===== config.mk =====
export PLATFORM = sky130hd
export DESIGN_NAME = bdiv36by18_seq
export DESIGN_NICKNAME = d
export VERILOG_FILES = /design/src/rtl/bdiv36by18_seq.sv
export SDC_FILE = /design/constraint.sdc
export NUM_CORES = 1
export LEC_CHECK = 0
export ABC_AREA = 1
export BUFFER_PORTS_ARGS = -buffer_cell sky130_fd_sc_hd__buf_2
export CORE_MARGIN = 2
export CORE_UTILIZATION = 50
export DETAILED_ROUTE_END_ITERATION = 7
export PLACE_DENSITY_LB_ADDON = 0.2
export SLEW_MARGIN = 10
export SYNTH_ARGS = -nofsm -noshare
export SYNTH_HDL_FRONTEND = slang
export SYNTH_SLANG_ARGS = --single-unit

===== constraint.sdc =====
create_clock -name clk -period 2.5 [get_ports clk]
set_clock_uncertainty 0.2 [all_clocks]
set_input_delay 0.375 -clock clk [delete_from_list [all_inputs] [get_ports clk]]
set_output_delay 0.375 -clock clk [all_outputs]
set_load 0.005 [all_outputs]

===== src/rtl/bdiv36by18_seq.sv =====
// Sequential unsigned restoring divider: N_W-bit dividend / D_W-bit divisor,
// one quotient bit per cycle, valid/ready on both sides, single op in flight.
module bdiv36by18_seq #(
   parameter int N_W = 36,
   parameter int D_W = 18
) (
   input  logic           clk,
   input  logic           rst_n,
   input  logic           in_valid,
   output logic           in_ready,
   input  logic [N_W-1:0] N,
   input  logic [D_W-1:0] D,
   output logic           out_valid,
   input  logic           out_ready,
   output logic [N_W-1:0] Q,
   output logic [D_W-1:0] R,
   output logic           dz
);

   localparam int C_W = $clog2(N_W);

   typedef enum logic [1:0] {IDLE, BUSY, DONE} state_t;

   state_t         state, state_nxt;
   logic [N_W-1:0] qsh;
   logic [D_W:0]   prem;
   logic [D_W-1:0] div;
   logic [C_W-1:0] count;

   logic [D_W+1:0] shifted;
   logic [D_W+1:0] trial;
   logic           q_bit;
   logic [D_W:0]   prem_nxt;
   logic [N_W-1:0] qsh_nxt;
   logic           last;

   // prem stays below div, so the top bit of shifted is always 0; it is kept
   // only so the subtraction borrow lands in trial's MSB.
   always_comb begin
      shifted  = {prem, qsh[N_W-1]};
      trial    = shifted - {2'b00, div};
      q_bit    = ~trial[D_W+1];
      prem_nxt = q_bit ? trial[D_W:0] : shifted[D_W:0];
      qsh_nxt  = {qsh[N_W-2:0], q_bit};
      last     = (count == C_W'(N_W - 1));
   end

   always_ff @(posedge clk or negedge rst_n) begin
      if (!rst_n) state <= IDLE;
      else        state <= state_nxt;
   end

   always_comb begin
      state_nxt = state;
      in_ready  = 1'b0;
      out_valid = 1'b0;
      case (state)
         IDLE: begin
            in_ready = 1'b1;
            if (in_valid) state_nxt = BUSY;
         end
         BUSY: if (last) state_nxt = DONE;
         DONE: begin
            out_valid = 1'b1;
            if (out_ready) state_nxt = IDLE;
         end
         default: state_nxt = IDLE;
      endcase
   end

   always_ff @(posedge clk or negedge rst_n) begin
      if (!rst_n) begin
         qsh   <= '0;
         prem  <= '0;
         div   <= '0;
         count <= '0;
         Q     <= '0;
         R     <= '0;
         dz    <= 1'b0;
      end else if (state == IDLE && in_valid) begin
         qsh   <= N;
         div   <= D;
         prem  <= '0;
         count <= '0;
         dz    <= (D == '0);
      end else if (state == BUSY) begin
         qsh   <= qsh_nxt;
         prem  <= prem_nxt;
         count <= count + C_W'(1);
         // Result registers change only here so they hold steady through DONE.
         if (last) begin
            Q <= dz ? '1 : qsh_nxt;
            R <= dz ? '0 : prem_nxt[D_W-1:0];
         end
      end
   end

endmodule


# Word-level counts from Yosys, hierarchy flattened
# Index checks and enable logic that the tools add are counted.
[word_totals]
reg_bits = 136
in_bits = 58
output_inout_bits = 57
wordCells = 39
[op_classes]
addsub = 2
eq_ne = 6
mux = 15
bitwise = 2
reduce_logical = 6
[op_table]
columns = ["cell", "n"]
rows = [
  ["$mux 36", 3],
  ["$mux 19", 3],
  ["$sub 20x18->20", 1],
  ["$logic_not 18->1", 1],
  ["$mux 18", 1],
  ["$mux 6", 2],
  ["$add 6x1->6 const B", 1],
  ["$eq 6x6->1 const B", 1],
  ["$mux 2", 3],
  ["$ne 2x2->1 const B", 3],
  ["$pmux 2 s3", 1],
  ["$reduce_and 3->1", 2],
  ["$eq 2x1->1 const B", 1],
  ["$eq 2x2->1 const B", 1],
  ["$logic_not 2->1", 1],
  ["$mux 1", 2],
  ["$not 1->1", 2],
  ["$reduce_bool 2->1", 1],
  ["$logic_and 1x1->1", 1],
]

# Depth between registers and ports, before layout
[depth]
depth_word = 4
mapped_depth = 16
depth_no_buf = 15

# Worst setup path before layout
# Ideal clock, no wire load.
[synth_path]
kind = "reg2reg"
startpoint = "register prem[9]"
endpoint = "register prem[10]"
setup_ns = 0.118
arrival_ns = 1.699
slack_ns = 0.482
path_stages_with_launch = 13
synth_period_minus_slack_ns = 2.018
path_cell_list = "dfrtp_1 -> ha_1 -> nand2_1 -> inv_2 -> a21oi_2 -> nand2_1 -> nand2_1 -> nand3_1 -> nand2_1 -> buf_2 -> nand3_1 -> nand3_1 -> nand2_1"
[synth_via]
elab_chain_len = 4
[synth_lines]
columns = ["item", "line_no", "text"]
rows = [
  ["from (decl)", "26", "logic [D_W:0] prem;"],
  ["from (signal assigned)", "88", "prem <= prem_nxt;"],
  ["$sub 20x18->20", "41", "trial = shifted - {2'b00, div};"],
  ["$mux 19 *", "43", "prem_nxt = q_bit ? trial[D_W:0] : shifted[D_W:0];"],
  ["$mux 19 *", "86", "end else if (state == BUSY) begin"],
  ["$mux 19 *", "80", "end else if (state == IDLE && in_valid) begin"],
]
# Every way passes the cells marked *; elsewhere a longest branch is shown, timed or not. The select of a mux whose other input is x is not followed.
# A chain may end at the register's enable or synchronous reset.

# Worst setup path after layout
[layout_path]
startpoint = "register prem[12]"
endpoint = "register R[6]"
[layout_via]
elab_chain_len = 3
[layout_lines]
columns = ["item", "line_no", "text"]
rows = [
  ["$sub 20x18->20", "41", ""],
  ["$mux 19", "43", ""],
  ["$mux 18", "93", "R <= dz ? '0 : prem_nxt[D_W-1:0];"],
  ["to (signal assigned)", "93", ""],
  ["to (decl)", "16", "output logic [D_W-1:0] R,"],
]
# Every way passes these cells.

==> results.yml <==
drt:
  routedWlPerCell_um: 15.0
  route.detailed.drc: 0
  routed_wl_um: 18200
  drt_pass1_iterations: 5
  drt-initial-drc-count: 345
  drt.antenna.violating_nets: 0
  viasPerCell: 5.17
  vias: 6249
clock_network:
  clk_latency_ns: 0.43
  clockRootBuffer: "clkbuf_16"
  clk_pin_slew_worst_paths_ns: 0.06
  post_cts.repair.setup_buffers: 0
  clockBufferDepth: 2
  tritoncts: "yes"
  htreeDepth: 4
  numClockSinks: 136
  cts_inserted_buffers: 17
critical_path:
  crit_buf_inv: 2
  path_class: "reg2reg"
  r2r-end: "R[6]"
  cp_max_fo: 9
  r2r.worst_path.cells: 12
  worstPathRequired_ns: 2.61
  r2r-start: "prem[12]"
  crit_top_cell: "nand2_1"
  crit_path_end_kind: "flip-flop"
  cp_num_cells: 12
  worstPathArrival_ns: 2.39
  cp_slowest_cell: "dfrtp_1"
  worstSetupStartpointType: "flip-flop"
  crit_chain: "ha_1 > nand2_1 > inv_2 > nand2_1 > nand2_1 > a21oi_1 > nand3_1 > nand2_1 > buf_4 > nand3_1 > nand3_1 > nand2_1"
  reg2reg_setup_slack_ns: 0.22
  cp_top_family: "simple AND/OR/NAND/NOR gates"
  max_stage_delay_ns: 0.41
worst_hold_path:
  hold_path_startpoint: "D[4]"
  whs_path_depth: 3
  min_path_type: "in2reg"
  whs_endpoint: "div[4]"
floorplanning:
  fp.dieW_um: 121
  die_area_um2: 14600
  core_um2: 13300
  rows: 42
  start_util_pct: 51.2
  num_io_pins: 115
  die_y_um: 121
timing:
  grt_setup_unrepaired: "false"
  finalHoldViolCount: 0
  fmax_mhz: 439
  worst_slack_ns: 0.222
  worst_pin_slew_ns: 0.655
  finalCritPeriodShare_pct: 91.1
  setup_viol: 0
  finalMaxSlewViolations: 0
  fin_setup_tns_ns: 0
  slew_headroom_pct: 56.3
  holdWs_ns: 0.0221
  fin_crit_ns: 2.28
placed_design:
  globalplace.congestion: 0.955
  post-place-ws_ns: 0.233
  dp_hpwl_um: 12200
  portBuffers: 114
synthesis:
  synth_nets: 930
  synth_cells: 852
  synth_edf_count: 0
  ys_seq_area_share_pct: 50.0
  synthFlopType: "dfrtp_1"
  ys.warnings.count: 0
  netlist_area_um2: 6810
  ys_types: 34
  synth-seq-cells: 136
  synth-async-reset-ratio_pct: 100
  synth_area_per_cell_um2: 7.99
global_routing:
  track_usage_pct: 26.5
  first_global_vias: 6442
  antenna_found_initial: 0
  grt_overflow: 0
  grt_max_degree: 56
  grt_pass1_wl_um: 30200
outcome:
  status: "finished, final reports clean"
final_layout:
  num-fill-cells: 1108
  layout-drive-gt1-share_pct: 18.2
  diodes: 0
  area_growth_pct: 29.5
  final_common_cell: "nand2_1"
  nets: 1098
  final_cell_mix: "nand2_1, dfrtp_1, buf_2"
pwr:
  vdd_drop_max_mv: 0.689
  finalPower_mw: 12.8
  powerDensity_nw_per_um2: 1450
  power_leakage_nw: 4.68
run:
  maxCapViolCount: 0
kinds of logic (layout without fill, tap and decap cells):
| family | count (synthesis) | after routing | share of synthesized area, % |
|---|---|---|---|
| DFF | 136 | 136 | 50.0 |
| and+or+nand+nor | 409 | 409 | 24.9 |
| xor gates and xnor gates | 9 | 9 | 1.16 |
| buffers and inverters | 157 | 338 | 9.15 |
| AOI/OAI and AO/OA | 121 | 121 | 11.0 |
| adders and majority gates | 20 | 20 | 3.79 |
how the worst max path moves through the flow:
stage,startpoint,to
after global placement,prem[7],R[0]
after detailed placement,prem[6],R[6]
after global routing,prem[7],R[10]
final,prem[12],R[6]
after floorplan,prem[9],prem[10]
after CTS,prem[9],R[6]
Yosys cell counts, types with 7 or more instances:
cell      instances  share of area, %
a21oi_1          50               3.7
buf_2            21               1.5
clkbuf_1          7              0.39
dfrtp_1         136                50
ha_1             19               3.5
inv_1           112               6.2
inv_2            10              0.55
nand2_1         243                13
nand3_1          75               5.5
nor2_1           67               3.7
o21ai_0          29               2.1
o221ai_1         34               4.4
final cells by class:
| type | count | area [um2] | area share, % |
|---|---|---|---|
| repair buffers | 183 | 1250 | 14.2 |
| multi-input cells | 559 | 2850 | 32.3 |
| well taps | 176 | 220 | 2.50 |
| flip-flops and latches | 136 | 3400 | 38.6 |
| clock buffers | 22 | 464 | 5.26 |
| inverters | 123 | 462 | 5.24 |
| clock inverters | 10 | 169 | 1.92 |
metrics by stage:
stage	util, %	cells	area (um2)
4_1_cts	65.9	1209	8760
6_report	66.3	1209	8820
2_1_floorplan	-	852	6810
5_1_grt	66.3	1209	8820
3_3_place_gp	57.6	1130	7650
3_5_place_dp	57.6	1130	7650
per-layer routing:
| metal | GRT usage, % | up-vias | routed length (um) |
|---|---|---|---|
| met5 | 0 | - | 0 |
| met4 | 10.2 | 0 | 379 |
| met3 | 6.13 | 34 | 942 |
| met2 | 45.2 | 177 | 9070 |
| met1 | 32.6 | 2959 | 7760 |
| li1 | - | 3079 | - |
registers in the layout, indices dropped and copies added, names as in the netlist:
name and cells:
dz 1, count 6, div 18, state 2
prem 19, R 18, Q 36, qsh 36
power by group:
group	internal [mW]	switching, mW
clock network	1.73	0.957
logic	2.51	3.84
registers	3.22	0.542
timing repair:
action	in CTS	in global routing
gates resized for setup	0	7
endpoints found under the hold margin	91	0
setup endpoints to repair	0	11
hold buffers	47	0
tightest hold or removal path, cell delays in order:
cell     delay [ns]
buf_2          0.09
inv_1          0.05
o21ai_0        0.07
Power figures use the tool's default switching activity.
